--- src/rtl/aximm_csr_test_seq.sv ---
// Autonomous AVMM CSR master that runs the AXI-MM loopback test on aximm_aib_top and reports pass/fail.
// Optional build macro AXIMM_SEQ_CAPTURE_EN adds the capture reads and the o_din_first/o_din_last ports.
module aximm_csr_test_seq #(
  parameter logic [31:0] DLY_X       = 32'h0000000C,
  parameter logic [31:0] DLY_Y       = 32'h00000020,
  parameter logic [31:0] DLY_Z       = 32'h00001770,
  parameter logic [31:0] XFER_ADDR   = 32'h10000000,
  parameter logic [31:0] BURST_CFG   = 32'h00041804,
  parameter int unsigned POLL_GAP    = 16,
  parameter logic [31:0] TIMEOUT_CYC = 32'd2000000
) (
  input  logic        avmm_clk,
  input  logic        avmm_rst_n,
  input  logic        i_start,
  output logic [31:0] o_wr_addr,
  output logic [31:0] o_wrdata,
  output logic        o_wren,
  output logic        o_rden,
  input  logic        i_master_waitrequest,
  input  logic        i_master_readdatavalid,
  input  logic [31:0] i_master_readdata,
  output logic        o_busy,
  output logic        o_done,
  output logic        o_pass,
  output logic        o_fail,
  output logic        o_timeout,
  output logic [3:0]  o_state
`ifdef AXIMM_SEQ_CAPTURE_EN
  ,
  output logic [63:0] o_din_first,
  output logic [63:0] o_din_last
`endif
);

  typedef enum logic [3:0] {
    S_IDLE       = 4'd0,
    S_WR_DX      = 4'd1,
    S_WR_DY      = 4'd2,
    S_WR_DZ      = 4'd3,
    S_POLL_LINK  = 4'd4,
    S_WR_WADDR   = 4'd5,
    S_WR_WCFG    = 4'd6,
    S_POLL_WDONE = 4'd7,
    S_WR_RADDR   = 4'd8,
    S_WR_RCFG    = 4'd9,
    S_POLL_RDONE = 4'd10,
    S_CAPTURE    = 4'd11,
    S_RD_STS     = 4'd12,
    S_DONE       = 4'd13
  } state_e;

  // Each CSR state runs one transaction through these phases.
  typedef enum logic [1:0] {
    PH_NONE  = 2'd0,
    PH_REQ   = 2'd1,
    PH_RDATA = 2'd2,
    PH_GAP   = 2'd3
  } phase_e;

  state_e      state_q, state_d, succ;
  phase_e      phase_q, phase_d;
  logic [15:0] gap_q, gap_d;
  logic [31:0] cnt_q, cnt_d;
  logic        done_q, done_d, pass_q, pass_d, fail_q, fail_d, tmo_q, tmo_d;
  logic [31:0] req_addr, req_data;
  logic        req_rd, poll_ok, tmo_hit;
  logic        unused_rd_bits;
`ifdef AXIMM_SEQ_CAPTURE_EN
  logic [1:0]  cap_q, cap_d;
  logic [63:0] din_first_q, din_first_d, din_last_q, din_last_d;
`endif

  // Per-state CSR address, write data, direction and successor.
  always_comb begin
    // NOTE: every output of a combinational block gets a default first so no path leaves it unassigned and infers a latch.
    req_addr = '0;
    req_data = '0;
    req_rd   = 1'b0;
    succ     = state_q;
    case (state_q)
      S_WR_DX:      begin req_addr = 32'h5000_2000; req_data = DLY_X;     succ = S_WR_DY;      end
      S_WR_DY:      begin req_addr = 32'h5000_2004; req_data = DLY_Y;     succ = S_WR_DZ;      end
      S_WR_DZ:      begin req_addr = 32'h5000_2008; req_data = DLY_Z;     succ = S_POLL_LINK;  end
      S_POLL_LINK:  begin req_addr = 32'h5000_100C; req_rd = 1'b1;        succ = S_WR_WADDR;   end
      S_WR_WADDR:   begin req_addr = 32'h5000_1004; req_data = XFER_ADDR; succ = S_WR_WCFG;    end
      S_WR_WCFG:    begin req_addr = 32'h5000_1000; req_data = BURST_CFG; succ = S_POLL_WDONE; end
      S_POLL_WDONE: begin req_addr = 32'h5000_1008; req_rd = 1'b1;        succ = S_WR_RADDR;   end
      S_WR_RADDR:   begin req_addr = 32'h5000_1004; req_data = XFER_ADDR; succ = S_WR_RCFG;    end
      S_WR_RCFG:    begin req_addr = 32'h5000_1010; req_data = BURST_CFG; succ = S_POLL_RDONE; end
`ifdef AXIMM_SEQ_CAPTURE_EN
      S_POLL_RDONE: begin req_addr = 32'h5000_1008; req_rd = 1'b1;        succ = S_CAPTURE;    end
      // 0x...20, 24, 30, 34: index bit 1 selects the 0x10 block, bit 0 the upper word.
      S_CAPTURE:    begin
        req_addr = {24'h500040, 2'b00, 1'b1, cap_q[1], 1'b0, cap_q[0], 2'b00};
        req_rd   = 1'b1;
        succ     = S_RD_STS;
      end
`else
      S_POLL_RDONE: begin req_addr = 32'h5000_1008; req_rd = 1'b1;        succ = S_RD_STS;     end
`endif
      S_RD_STS:     begin req_addr = 32'h5000_1008; req_rd = 1'b1;        succ = S_DONE;       end
      default:      ;
    endcase
  end

  always_comb begin
    case (state_q)
      S_POLL_LINK:  poll_ok = (i_master_readdata[3:0] == 4'hF);
      S_POLL_WDONE: poll_ok = i_master_readdata[4];
      S_POLL_RDONE: poll_ok = i_master_readdata[5];
      default:      poll_ok = 1'b1;
    endcase
  end

  assign tmo_hit        = (TIMEOUT_CYC != 32'd0) && (cnt_q == TIMEOUT_CYC);
  assign unused_rd_bits = ^i_master_readdata[31:6];

  always_comb begin
    state_d = state_q;
    phase_d = phase_q;
    gap_d   = gap_q;
    cnt_d   = cnt_q;
    done_d  = done_q;
    pass_d  = pass_q;
    fail_d  = fail_q;
    tmo_d   = tmo_q;
`ifdef AXIMM_SEQ_CAPTURE_EN
    cap_d       = cap_q;
    din_first_d = din_first_q;
    din_last_d  = din_last_q;
`endif
    case (state_q)
      S_IDLE, S_DONE: begin
        if (i_start) begin
          state_d = S_WR_DX;
          phase_d = PH_REQ;
          gap_d   = '0;
          cnt_d   = '0;
          done_d  = 1'b0;
          pass_d  = 1'b0;
          fail_d  = 1'b0;
          tmo_d   = 1'b0;
`ifdef AXIMM_SEQ_CAPTURE_EN
          cap_d   = '0;
`endif
        end
      end
      default: begin
        if (cnt_q != TIMEOUT_CYC) cnt_d = cnt_q + 32'd1;
        // A stalled request must still finish its handshake; any read data that follows is dropped.
        if (tmo_hit && !(phase_q == PH_REQ && i_master_waitrequest)) begin
          state_d = S_DONE;
          phase_d = PH_NONE;
          done_d  = 1'b1;
          pass_d  = 1'b0;
          fail_d  = 1'b1;
          tmo_d   = 1'b1;
        end else begin
          case (phase_q)
            PH_REQ: begin
              if (!i_master_waitrequest) begin
                if (req_rd) begin
                  phase_d = PH_RDATA;
                end else begin
                  state_d = succ;
                  phase_d = PH_GAP;
                  gap_d   = 16'd1;
                end
              end
            end
            PH_RDATA: begin
              if (i_master_readdatavalid) begin
                if (state_q == S_RD_STS) begin
                  state_d = S_DONE;
                  phase_d = PH_NONE;
                  done_d  = 1'b1;
                  pass_d  = (i_master_readdata[3:0] == 4'hF);
                  fail_d  = (i_master_readdata[3:0] != 4'hF);
                end else if (poll_ok) begin
                  state_d = succ;
                  phase_d = PH_GAP;
                  gap_d   = 16'd1;
`ifdef AXIMM_SEQ_CAPTURE_EN
                  if (state_q == S_CAPTURE) begin
                    case (cap_q)
                      2'd0:    din_first_d[31:0]  = i_master_readdata;
                      2'd1:    din_first_d[63:32] = i_master_readdata;
                      2'd2:    din_last_d[31:0]   = i_master_readdata;
                      default: din_last_d[63:32]  = i_master_readdata;
                    endcase
                    if (cap_q != 2'd3) state_d = S_CAPTURE;
                    cap_d = cap_q + 2'd1;
                  end
`endif
                end else begin
                  phase_d = PH_GAP;
                  gap_d   = 16'(POLL_GAP);
                end
              end
            end
            PH_GAP: begin
              if (gap_q <= 16'd1) phase_d = PH_REQ;
              else                gap_d   = gap_q - 16'd1;
            end
            default: phase_d = PH_REQ;
          endcase
        end
      end
    endcase
  end

  always_ff @(posedge avmm_clk or negedge avmm_rst_n) begin
    if (!avmm_rst_n) begin
      state_q <= S_IDLE;
      phase_q <= PH_NONE;
      gap_q   <= '0;
      cnt_q   <= '0;
      done_q  <= 1'b0;
      pass_q  <= 1'b0;
      fail_q  <= 1'b0;
      tmo_q   <= 1'b0;
`ifdef AXIMM_SEQ_CAPTURE_EN
      cap_q       <= '0;
      din_first_q <= '0;
      din_last_q  <= '0;
`endif
    end else begin
      // NOTE: non-blocking assignments so every flop samples the pre-edge value of every other flop.
      state_q <= state_d;
      phase_q <= phase_d;
      gap_q   <= gap_d;
      cnt_q   <= cnt_d;
      done_q  <= done_d;
      pass_q  <= pass_d;
      fail_q  <= fail_d;
      tmo_q   <= tmo_d;
`ifdef AXIMM_SEQ_CAPTURE_EN
      cap_q       <= cap_d;
      din_first_q <= din_first_d;
      din_last_q  <= din_last_d;
`endif
    end
  end

  // Requests decode straight from flops, so reset drops them without waiting for a clock.
  assign o_wren    = (phase_q == PH_REQ) && !req_rd;
  assign o_rden    = (phase_q == PH_REQ) && req_rd;
  assign o_wr_addr = (phase_q == PH_REQ) ? req_addr : 32'd0;
  assign o_wrdata  = (phase_q == PH_REQ) ? req_data : 32'd0;
  assign o_busy    = (state_q != S_IDLE) && (state_q != S_DONE);
  assign o_done    = done_q;
  assign o_pass    = pass_q;
  assign o_fail    = fail_q;
  assign o_timeout = tmo_q;
  assign o_state   = state_q;
`ifdef AXIMM_SEQ_CAPTURE_EN
  assign o_din_first = din_first_q;
  assign o_din_last  = din_last_q;
`endif

endmodule

--- config.mk ---
export PLATFORM = sky130hd
export DESIGN_NAME = aximm_csr_test_seq
export DESIGN_NICKNAME = d
export VERILOG_FILES = /design/src/rtl/aximm_csr_test_seq.sv
export SDC_FILE = /design/constraint.sdc
export NUM_CORES = 1
export LEC_CHECK = 0
export BUFFER_PORTS_ARGS = -buffer_cell sky130_fd_sc_hd__buf_2
export CORE_UTILIZATION = 53
export CTS_CLUSTER_DIAMETER = 100
export CTS_CLUSTER_SIZE = 10
export DETAILED_ROUTE_END_ITERATION = 10
export GPL_TIMING_DRIVEN = 0
export PLACE_DENSITY = 0.82
export SETUP_SLACK_MARGIN = 0.5
export SLEW_MARGIN = 20
export SYNTH_ARGS = -nofsm -noshare
export SYNTH_HDL_FRONTEND = slang
export SYNTH_SLANG_ARGS = --single-unit
--- constraint.sdc ---
create_clock -name avmm_clk -period 2.6 [get_ports avmm_clk]
set_clock_uncertainty 0.05 [all_clocks]
set_input_delay 0 -clock avmm_clk [delete_from_list [all_inputs] [get_ports avmm_clk]]
set_output_delay 0 -clock avmm_clk [all_outputs]
set_load 0.01 [all_outputs]
==> results.py, run 1 <==
metrics = {
    "outcome": {
        "status": "complete, but fails checks",
        "violations": "setup timing",
    },
    "sta": {
        "hold_viol_final": 0,
        "final.setup.tns_ns": -4.812,
        "final.min_clock_period_ns": 2.761,
        "setup_viol": 52,
        "post-route-period-util": 1.062,
        "hold_ws_ns": 0.1274,
        "setup_ws_ns": -0.1608,
        "slew_viol_final": 0,
        "fmax_mhz": 362.2,
        "relSlewSlack": 0.3222,
        "tightest_slew_ns": 1.007,
        "rsz0062_at_grt": "true",
    },
    "floorplanning": {
        "core_area_um2": 7370,
        "io_pins": 112,
        "num_rows": 31,
        "die_h_um": 89.92,
        "die_w_um": 89.92,
        "die-area_um2": 8085,
        "initial_core_util": 0.5559,
    },
    "routing": {
        "ant_nets": 0,
        "vias": 5026,
        "drcViolationCount": 0,
        "firstDrtPassIters": 6,
        "viasPerCell": 6.710,
        "drtIter0Drc": 649,
        "wl_um": 17680,
        "routedWlPerCell_um": 23.60,
    },
    "worst_hold_path": {
        "hp-class": "in -> reg",
    },
    "global_route": {
        "antenna_found_initial": 1,
        "overflow": 0,
        "grt_pass1_wl_um": 21330,
        "grt_pass1_vias": 4203,
        "grt_max_degree": 59,
        "track_usage": 0.3302,
    },
    "cts": {
        "clkLatencyLatePin_ns": 0.35,
        "cts_sinks": 58,
        "cts_root_buffer": "clkbuf_8",
        "numCtsBuffers": 9,
        "htreeDepth": 3,
        "clkTransAtPathRegs_ns": 0.07,
        "cts_buffer_depth": 2,
        "cts_tree": "yes",
    },
    "synth": {
        "synthFlopType": "dfrtp_1",
        "ys_seq_area_frac": 0.3543,
        "synth_area_leaders": "dfrtp_1 (35%), buf_4 (9.3%), nor2_1 (4.7%)",
        "synth.top_cell.area_share": 0.3543,
        "netlist_area_um2": 4096,
        "synth_seq_cells": 58,
        "async_reset_ff_frac": 1.000,
        "yosys_warnings": 0,
        "syn_inst": 488,
        "yosys.area.top_type": "dfrtp_1",
        "ys_types": 62,
        "synth_area_per_cell_um2": 8.394,
        "synth_edf_count": 0,
    },
    "power": {
        "cellLeakagePower_nw": 2.869,
        "p_total_mw": 7.387,
        "p_int_mw": 3.783,
        "swShare": 0.4879,
        "pwr-share-clk": 0.128,
        "seqPwrFrac": 0.189,
        "peakVddDrop_uv": 606.5,
        "switching_power_mw": 3.604,
        "power_frac_comb": 0.683,
        "power_density_nw_per_um2": 1186,
    },
    "worst_setup_path": {
        "required_ns": 2.81,
        "worstPathArrival_ns": 2.97,
        "start_kind": "flop",
        "cp_max_fo": 9,
        "critPathKind": "reg -> reg",
        "cp-end-kind": "flop",
    },
    "placement": {
        "dp_hpwl_um": 7109,
        "place.gp.congestion": 0.9026,
        "place.port_buffers": 40,
    },
    "layout": {
        "area_growth_pct": 52.08,
        "fin_nets": 688,
        "seqCellArea_um2": 1455,
        "multi_input_area_um2": 2880,
        "final_layout_size_suffix_gt1_frac": 0.4638,
        "nFillCells": 378,
    },
    "job": {
        "cap_violations": 0,
    },
}
-- power by group through the flow --
stage               Sequential [mW]  Combinational (mW)  Clock (mW)
finish                         1.40                5.05       0.944
global placement               1.33                2.55           0
global route                   1.41                5.19       0.974
detailed placement             1.34                2.63           0
floorplan                      1.30                1.98           0
CTS                            1.33                3.55       0.925
-- layout by cell type (no fill, tap or decap), drive strengths merged, types with 4 or more instances in the layout --
cell	n
nor2	51
a31oi	11
ha	7
nor3	15
a21oi	24
nand3	19
clkbuf	19
nand2	29
and3	9
xnor2	15
buf	166
inv	20
nor4b	8
dfrtp	58
or2	4
nor4	13
nand4	17
clkinvlp	4
xor2	14
a21o	4
conb	45
and4	4
and2	5
o21a	7
o21ai	20
or3	6
o31ai	4
-- final timing paths --
| path | endpoint | depth (start not counted) | slack (ns) | from |
|---|---|---|---|---|
| worst max-delay path | gap_q[6]$_DFFE_PN0P_ | 6 | -0.16 | gap_q[13]$_DFFE_PN0P_ |
| worst min-delay path | o_done$_DFFE_PN0P_ | 4 | 0.13 | i_start |
| worst max register to register | gap_q[6]$_DFFE_PN0P_ | 6 | -0.16 | gap_q[13]$_DFFE_PN0P_ |
| worst min register to register | gap_q[10]$_DFFE_PN0P_ | 1 | 0.43 | gap_q[10]$_DFFE_PN0P_ |
| max in group asynchronous | o_state[3]$_DFFE_PN0P_ | 2 | 1.71 | avmm_rst_n |
| min in group asynchronous | o_state[1]$_DFFE_PN0P_ | 2 | 0.20 | avmm_rst_n |
-- layer usage --
| metal | global-route usage | up-vias | share of wire |
|---|---|---|---|
| li1 | - | 1986 | - |
| met1 | 0.4130 | 2286 | 0.31 |
| met2 | 0.5513 | 548 | 0.46 |
| met3 | 0.06684 | 206 | 0.13 |
| met4 | 0.1505 | 0 | 0.10 |
| met5 | 0 | - | 0 |
-- logic make-up (layout without fill, tap and decap cells) --
family	Yosys count	in the layout	share of synthesized area
AO/OA/AOI/OAI	101	101	0.1640
buffers and inverters	94	211	0.1344
flip-flops	58	58	0.3543
adder cells (fa/ha/maj)	7	7	0.02138
XOR/XNOR	29	29	0.06201
AND/OR/NAND/NOR	195	195	0.2553
other	1	46	0.0009154
multiplexers	3	3	0.007636
-- synth_stat cells, types with 5 or more instances --
library cell / count
buf_2: 5
dfrtp_1: 58
inv_1: 22
a21oi_1: 24
ha_1: 7
and3_1: 9
o21ai_0: 20
nand2_1: 29
nor3_1: 15
nor4_1: 13
nor2_1: 51
o21a_1: 7
nor4b_1: 7
buf_4: 51
xor2_1: 14
or3_1: 6
xnor2_1: 15
a31oi_1: 11
clkbuf_1: 12
and2_1: 5
nand4_1: 17
nand3_1: 19
-- area by class of cell --
type,count,area share
inverters,22,0.01607
plain buffers,72,0.09982
clock inverters,3,0.007230
diodes,1,0.0004017
clock buffers,13,0.02872
repair buffers,101,0.1320
multi-input cells,380,0.4623
flip-flops and latches,58,0.2336
well taps,99,0.01988
-- sequential cells by signal, indices dropped and copies added, names as in the netlist --
signal and cells:
gap_q 16, o_fail 1, cnt_q 32, o_state 4, phase_q 2, o_timeout 1, o_pass 1, o_done 1
-- what timing repair did --
item | CTS | global route
hold endpoints to repair | 58 | 0
resized for setup | 119 | 105
setup buffers | 35 | 22
hold buffers | 1 | 0
cloned | 2 | 1
endpoints found under the setup margin | 65 | 72
pin swaps | 35 | 23
-- critical path, stage by stage (launching register included) --
cell     delay (ns)
dfrtp_1        0.43
nor4_1         0.88
a41oi_2        0.44
a21oi_4        0.40
buf_4          0.20
nor2_4         0.07
a31oi_1        0.20
-- stage by stage --
step | instances | cell area, um^2 | utilization | setup slack (ns)
floorplan | 532 | 4312 | - | 0.2194
global placement | 671 | 4636 | 0.6290 | -0.07426
detailed placement | 671 | 4638 | 0.6294 | -0.1104
CTS | 725 | 5625 | 0.7633 | 0.09323
global route | 748 | 6227 | 0.8450 | -0.3120
finish | 749 | 6230 | 0.8453 | -0.1608
(Power assumes the default switching activity.)
==> run 2, diff against run 1 <==
--- a/config.mk
+++ b/config.mk
@@ -7,11 +7,11 @@
 export LEC_CHECK = 0
 export BUFFER_PORTS_ARGS = -buffer_cell sky130_fd_sc_hd__buf_2
 export CORE_UTILIZATION = 53
-export CTS_CLUSTER_DIAMETER = 100
+export CTS_CLUSTER_DIAMETER = 150
 export CTS_CLUSTER_SIZE = 10
 export DETAILED_ROUTE_END_ITERATION = 10
 export GPL_TIMING_DRIVEN = 0
-export PLACE_DENSITY = 0.82
+export PLACE_DENSITY = 0.81
 export SETUP_SLACK_MARGIN = 0.5
 export SLEW_MARGIN = 20
 export SYNTH_ARGS = -nofsm -noshare
==> results.py, run 2 (synthesis results as in run 1) <==
metrics = {
    "sta": {
        "slew_viol_final": 0,
        "tightest_slew_ns": 0.7840,
        "rsz0062_at_grt": "true",
        "setup_ws_ns": -0.1227,
        "hold_viol_final": 0,
        "relSlewSlack": 0.4745,
        "fmax_mhz": 367.3,
        "setup_viol": 9,
        "post-route-period-util": 1.047,
        "final.min_clock_period_ns": 2.723,
        "final.setup.tns_ns": -0.3073,
    },
    "worst_hold_path": {
        "hp-class": "in -> reg",
        "holdPathStages": 4,
    },
    "worst_setup_path": {
        "cpLargestDelayFamily": "simple AND/OR/NAND/NOR gates",
        "slowest_stage": "nor4b_1",
        "worstPathArrival_ns": 2.92,
        "start_kind": "flop",
        "cp_max_fo": 10,
        "required_ns": 2.80,
        "critPathKind": "reg -> reg",
        "crit_buf_inv": 1,
        "cp-end-kind": "flop",
        "slowest_delay_ns": 0.57,
        "crit_cells": 7,
        "reg2reg_depth": 7,
        "r2r_slack_ns": -0.12,
        "cp_cell_sequence": "nor4b_1 > nand4_1 > or3_1 > buf_4 > o21ai_0 > o211ai_1 > a22oi_2",
    },
    "global_route": {
        "grt_pass1_vias": 4147,
        "grt_max_degree": 59,
        "grt_pass1_wl_um": 19890,
        "antenna_found_initial": 0,
        "overflow": 0,
        "track_usage": 0.3032,
    },
    "placement": {
        "place.port_buffers": 40,
        "dp_cells": 671,
        "place.gp.congestion": 0.9141,
        "dp_hpwl_um": 7089,
        "placed_area_um2": 4643,
        "dp_slack_ns": -0.1314,
    },
    "power": {
        "pwr-share-clk": 0.121,
        "p_total_mw": 7.176,
        "power_frac_comb": 0.685,
        "power_density_nw_per_um2": 1154,
        "cellLeakagePower_nw": 2.880,
        "seqPwrFrac": 0.193,
        "peakVddDrop_uv": 613.6,
        "switching_power_mw": 3.406,
        "swShare": 0.4746,
        "p_int_mw": 3.770,
    },
    "cts": {
        "cts_tree": "yes",
        "numCtsBuffers": 9,
        "cts_sinks": 58,
        "cts_root_buffer": "clkbuf_8",
        "clkTransAtPathRegs_ns": 0.07,
        "cts_buffer_depth": 2,
        "clkLatencyLatePin_ns": 0.34,
        "htreeDepth": 3,
    },
    "floorplanning": {
        "die-area_um2": 8085,
        "die_h_um": 89.92,
        "num_rows": 31,
        "io_pins": 112,
        "initial_core_util": 0.5559,
        "die_w_um": 89.92,
        "core_area_um2": 7370,
    },
    "layout": {
        "largest_reg_flops": 32,
        "nFillCells": 376,
        "layout_common_cells": "buf_4 (81), dfrtp_1 (55), conb_1 (45)",
        "final_layout_size_suffix_gt1_frac": 0.4419,
        "multi_input_area_um2": 2922,
        "final_cell_area_um2": 6220,
        "seqCellArea_um2": 1455,
        "area_growth_pct": 51.83,
        "fin_nets": 684,
        "regMostFlops": "cnt_q",
        "mostFrequentLayoutCell": "buf_4",
        "final-instance-count-excl-fill": 744,
        "antenna_cells": 0,
    },
    "routing": {
        "firstDrtPassIters": 6,
        "routedWlPerCell_um": 22.02,
        "drtIter0Drc": 519,
        "viasPerCell": 6.473,
        "wl_um": 16380,
        "ant_nets": 0,
        "vias": 4816,
        "drcViolationCount": 0,
    },
    "outcome": {
        "status": "complete, but fails checks",
        "violations": "setup timing",
    },
    "job": {
        "cap_violations": 0,
    },
}
run 2: cell types whose count changed in the layout (fill, tap and decap cells not counted), sizes merged:
cell	before	now
buf	166	162
clkbuf	19	18
clkinv	0	1
clkinvlp	4	3
diode	1	0
inv	20	21
run 2: final timing paths:
path,startpoint,to
setup / recovery,cnt_q[2]$_DFFE_PN0P_,o_state[2]$_DFFE_PN0P_
min in group asynchronous,avmm_rst_n,phase_q[0]$_DFFE_PN0P_
setup reg to reg,cnt_q[2]$_DFFE_PN0P_,o_state[2]$_DFFE_PN0P_
max in group asynchronous,avmm_rst_n,o_state[1]$_DFFE_PN0P_
hold reg to reg,gap_q[10]$_DFFE_PN0P_,gap_q[10]$_DFFE_PN0P_
hold / removal,i_start,o_done$_DFFE_PN0P_
run 2: cell type report:
type                    instances  share of cell area
inverters                      22             0.01549
multi-input cells             380              0.4697
flip-flops and latches         58              0.2340
well taps                      99             0.01992
clock inverters                 4            0.008047
clock buffers                  12             0.02494
plain buffers                  72             0.09676
repair buffers                 97              0.1312
run 2: power groups by stage:
stage	logic (mW)	registers, mW	clock network (mW)
2_1_floorplan	1.98	1.30	0
3_3_place_gp	2.56	1.33	0
3_5_place_dp	2.63	1.34	0
4_1_cts	3.49	1.33	0.872
5_1_grt	5.13	1.40	0.907
6_report	4.92	1.39	0.872
run 2: worst reg2reg max path: stages, from the launching register on:
cell and delay [ns]:
dfrtp_1 0.47, nor4b_1 0.57, nand4_1 0.21, or3_1 0.40, buf_4 0.23, o21ai_0 0.31, o211ai_1 0.20, a22oi_2 0.19
run 2: routing by layer:
layer	GRT usage	share of wire	vias to the layer above
met4	0.1263	0.091	0
met3	0.05753	0.10	165
met2	0.5218	0.48	436
met5	0	0	-
met1	0.3735	0.33	2237
li1	-	-	1978
run 2: what timing repair did:
item / 4_1_cts / 5_1_grt
pin swaps: 21 / 32
hold endpoints to repair: 58 / 0
setup buffers: 26 / 26
gates resized for setup: 102 / 111
endpoints found under the setup margin: 65 / 71
hold buffers: 1 / 0
gates cloned: 3 / 1
run 2: through the flow:
stage	hold slack [ns]	util
detailed placement	0.05300	0.6301
global route	0.1574	0.8440
finish	0.1229	0.8440
global placement	0.2854	0.6290
CTS	0.01412	0.7477
floorplan	-0.3456	-
==> run 3, diff against run 2 <==
==> constraint.sdc (replaced) <==
create_clock -name avmm_clk -period 2.6 [get_ports avmm_clk]
set_clock_uncertainty 0.05 [all_clocks]
set_input_delay 0.52 -clock avmm_clk [delete_from_list [all_inputs] [get_ports avmm_clk]]
set_output_delay 0.52 -clock avmm_clk [all_outputs]
set_load 0.1 [all_outputs]
==> results.py, run 3 <==
metrics = {
    "synth": {
        "yosys.area.top_type": "dfrtp_1",
        "async_reset_ff_frac": 1.000,
        "synth_edf_count": 0,
        "synth_seq_cells": 58,
        "synthFlopType": "dfrtp_1",
        "post-synth-top-count-cell": "dfrtp_1",
        "yosys_warnings": 0,
        "synth_area_leaders": "dfrtp_1 (35%), buf_4 (9.3%), nor2_1 (4.7%)",
        "ys_types": 62,
        "syn_inst": 488,
        "synth_area_per_cell_um2": 8.394,
        "synth_common_cells": "dfrtp_1 (58), buf_4 (51), nor2_1 (51)",
        "netlist_area_um2": 4096,
        "synth.top_cell.area_share": 0.3543,
        "ys_seq_area_frac": 0.3543,
    },
    "cts": {
        "cts_root_buffer": "clkbuf_8",
        "htreeDepth": 3,
        "cts_sinks": 58,
        "hold_buffers": 0,
        "cts_buffer_depth": 2,
        "numCtsBuffers": 9,
    },
    "floorplanning": {
        "num_rows": 31,
        "die_w_um": 89.92,
        "io_pins": 112,
        "initial_core_util": 0.5559,
        "die_h_um": 89.92,
    },
    "global_route": {
        "grt_max_degree": 59,
    },
    "sta": {
        "worst_endpoint": "gap_q[9]$_DFFE_PN0P_/D",
        "worst-ep-kind": "register data pin",
    },
    "placement": {
        "dp_hpwl_um": 7125,
        "placed_area_um2": 4918,
        "place.gp.congestion": 0.8954,
        "place.port_buffers": 40,
    },
    "outcome": {
        "status": "stopped before the end",
        "outcome.stop_stage": "global routing",
        "tool.error": "[ERROR DPL-0038] Utilization greater than 100%, impossible to legalize",
    },
}
-- run 3: cell families after synthesis --
| family | count (synthesis) | share of synthesized area |
|---|---|---|
| other | 1 | 0.0009154 |
| buffers and inverters | 94 | 0.1344 |
| AOI/OAI and AO/OA | 101 | 0.1640 |
| xor gates and xnor gates | 29 | 0.06201 |
| and+or+nand+nor | 195 | 0.2553 |
| muxes | 3 | 0.007636 |
| DFF | 58 | 0.3543 |
| adders and majority gates | 7 | 0.02138 |
-- run 3: through the flow --
stage                     worst slack, ns  std cells  utilization
after detailed placement          -0.1577        671       0.6674
after floorplan                   -0.5311        532            -
after CTS                       -0.004754        744       0.8966
after global placement            -0.1293        671       0.6671
-- run 3: timing repair --
| action | in CTS |
|---|---|
| setup buffers | 50 |
| resized for setup | 238 |
| setup endpoints to repair | 80 |
| cloned | 7 |
| pin swaps | 62 |
==> run 4, diff against run 3 <==
--- a/config.mk
+++ b/config.mk
@@ -6,13 +6,10 @@
 export NUM_CORES = 1
 export LEC_CHECK = 0
 export BUFFER_PORTS_ARGS = -buffer_cell sky130_fd_sc_hd__buf_2
-export CORE_UTILIZATION = 53
-export CTS_CLUSTER_DIAMETER = 150
-export CTS_CLUSTER_SIZE = 10
+export CORE_UTILIZATION = 40
 export DETAILED_ROUTE_END_ITERATION = 10
 export GPL_TIMING_DRIVEN = 0
-export PLACE_DENSITY = 0.81
-export SETUP_SLACK_MARGIN = 0.5
+export PLACE_DENSITY_LB_ADDON = 0.15
 export SLEW_MARGIN = 20
 export SYNTH_ARGS = -nofsm -noshare
 export SYNTH_HDL_FRONTEND = slang
==> results.py, run 4 (synthesis results as in run 1) <==
metrics = {
    "power": {
        "swShare": 0.5605,
        "pwr-share-clk": 0.116,
        "power_frac_comb": 0.690,
        "switching_power_mw": 3.967,
        "p_int_mw": 3.111,
        "seqPwrFrac": 0.194,
        "power_density_nw_per_um2": 1333,
        "peakVddDrop_uv": 917.4,
        "cellLeakagePower_nw": 2.523,
    },
    "worst_setup_path": {
        "cp_cell_sequence": "buf_2 > buf_4 > or4bb_1 > a21oi_1 > o311ai_2 > a21oi_2 > o211ai_1 > a22oi_1",
        "reg2reg_depth": 8,
        "r2r_slack_ns": 0.04,
        "cpLargestDelayFamily": "compound AO/OA/AOI/OAI gates",
        "cp_max_fo": 6,
        "slowest_stage": "dfrtp_4",
        "critPathKind": "reg -> reg",
        "cp-end-kind": "flop",
        "reg2reg_from": "o_state[0]$_DFFE_PN0P_",
        "worstPathArrival_ns": 2.74,
        "start_kind": "flop",
        "timing.rr.end": "o_state[2]$_DFFE_PN0P_",
        "slowest_delay_ns": 0.50,
        "crit_buf_inv": 2,
        "required_ns": 2.77,
    },
    "floorplanning": {
        "die_w_um": 103.2,
        "initial_core_util": 0.4153,
        "die-area_um2": 10650,
        "io_pins": 112,
        "num_rows": 36,
        "die_h_um": 103.2,
        "core_area_um2": 9864,
    },
    "routing": {
        "vias": 3868,
        "ant_nets": 0,
        "routedWlPerCell_um": 14.53,
        "viasPerCell": 5.299,
        "drcViolationCount": 0,
        "firstDrtPassIters": 5,
        "drtIter0Drc": 182,
        "wl_um": 10610,
    },
    "layout": {
        "fin_nets": 636,
        "final_cell_area_um2": 5311,
        "area_growth_pct": 29.66,
        "layout_common_cells": "buf_4 (66), dfrtp_1 (54), nor2_1 (47)",
        "largest_reg_flops": 32,
        "final_layout_size_suffix_gt1_frac": 0.2965,
        "fin_util": 0.5384,
        "mostFrequentLayoutCell": "buf_4",
        "antenna_cells": 0,
        "regMostFlops": "cnt_q",
    },
    "placement": {
        "place.port_buffers": 40,
        "place.gp.congestion": 0.8909,
        "dp_hpwl_um": 7354,
        "placed_area_um2": 4773,
    },
    "sta": {
        "final.min_clock_period_ns": 2.563,
        "final.setup.tns_ns": 0,
        "hold_viol_final": 0,
        "fmax_mhz": 390.2,
        "post-route-period-util": 0.9856,
        "setup_viol": 0,
        "slew_viol_final": 0,
        "relSlewSlack": 0.4462,
        "tightest_slew_ns": 0.8244,
        "rsz0062_at_grt": "true",
    },
    "worst_hold_path": {
        "hp-class": "in -> async",
    },
    "global_route": {
        "grt_pass1_wl_um": 17430,
        "grt_pass1_vias": 3621,
        "track_usage": 0.2101,
        "overflow": 0,
        "antenna_found_initial": 0,
        "grt_max_degree": 59,
    },
    "cts": {
        "hold_buffers": 0,
        "cts_buffer_depth": 2,
        "cts_sinks": 58,
        "numCtsBuffers": 9,
        "clkTransAtPathRegs_ns": 0.07,
        "cts_root_buffer": "clkbuf_8",
        "htreeDepth": 3,
        "cts_tree": "yes",
        "clkLatencyLatePin_ns": 0.33,
    },
    "outcome": {
        "status": "completed",
    },
    "job": {
        "cap_violations": 0,
    },
}
run 4: worst reg2reg max path, cell delays in order, from the launching register on:
cell      delay, ns
dfrtp_4        0.50
buf_2          0.16
buf_4          0.13
or4bb_1        0.50
a21oi_1        0.25
o311ai_2       0.14
a21oi_2        0.32
o211ai_1       0.16
a22oi_1        0.24
run 4: how the worst max path moves through the flow:
| stage | from | end | slack (ns) | depth (start not counted) |
|---|---|---|---|---|
| finish | o_state[0]$_DFFE_PN0P_ | o_state[2]$_DFFE_PN0P_ | 0.04 | 8 |
| global route | o_state[0]$_DFFE_PN0P_ | gap_q[9]$_DFFE_PN0P_ | -0.03 | 7 |
| CTS | o_state[1]$_DFFE_PN0P_ | o_busy | -0.01 | 6 |
| detailed placement | cnt_q[0]$_DFFE_PN0P_ | gap_q[15]$_DFFE_PN0P_ | -0.24 | 9 |
| global placement | o_state[2]$_DFFE_PN0P_ | o_busy | -0.19 | 7 |
| floorplan | o_state[2]$_DFFE_PN0P_ | o_wr_addr[30] | -0.54 | 7 |
run 4: layout make-up:
type / instances / area [um^2]
timing repair buffer: 52 / 417.9
tap: 133 / 166.4
clock inverter: 7 / 70.07
inverter: 22 / 90.09
multi-input combinational: 380 / 2426
fill: 920 / 4553
buffer: 69 / 550.5
clock buffer: 9 / 123.9
sequential: 58 / 1466
run 4: layer usage:
metal / vias up / part of all wire / track usage
met4: 0 / 0.011 / 0.06284
met3: 13 / 0.048 / 0.04167
li1: 1884 / - / -
met2: 109 / 0.49 / 0.3528
met5: - / 0 / 0
met1: 1862 / 0.45 / 0.2743
run 4: per-stage QoR:
stage          instances  hold WS (ns)  total power [mW]  setup WS, ns
2_1_floorplan        532        0.1744             4.920       -0.5355
3_3_place_gp         705        0.4146             5.593       -0.1914
3_5_place_dp         705        0.4229             5.631       -0.2379
4_1_cts              725        0.2169             6.811      -0.01446
5_1_grt              730        0.2488             7.467      -0.02742
6_report             730        0.1863             7.079       0.03731
run 4: timing repair:
action / CTS / global route
endpoints found under the hold margin: 0 / 0
setup endpoints to repair: 72 / 37
resized for setup: 58 / 25
pin swaps: 4 / 7
gates cloned: 1 / 1
setup buffers: 4 / 6
run 4: power by group through the flow:
stage	registers [mW]	clock network [mW]	logic [mW]
after global placement	1.36	0	4.23
after CTS	1.37	0.848	4.60
after global routing	1.40	0.884	5.18
final	1.37	0.823	4.88
after floorplan	1.59	0	3.33
after detailed placement	1.36	0	4.27
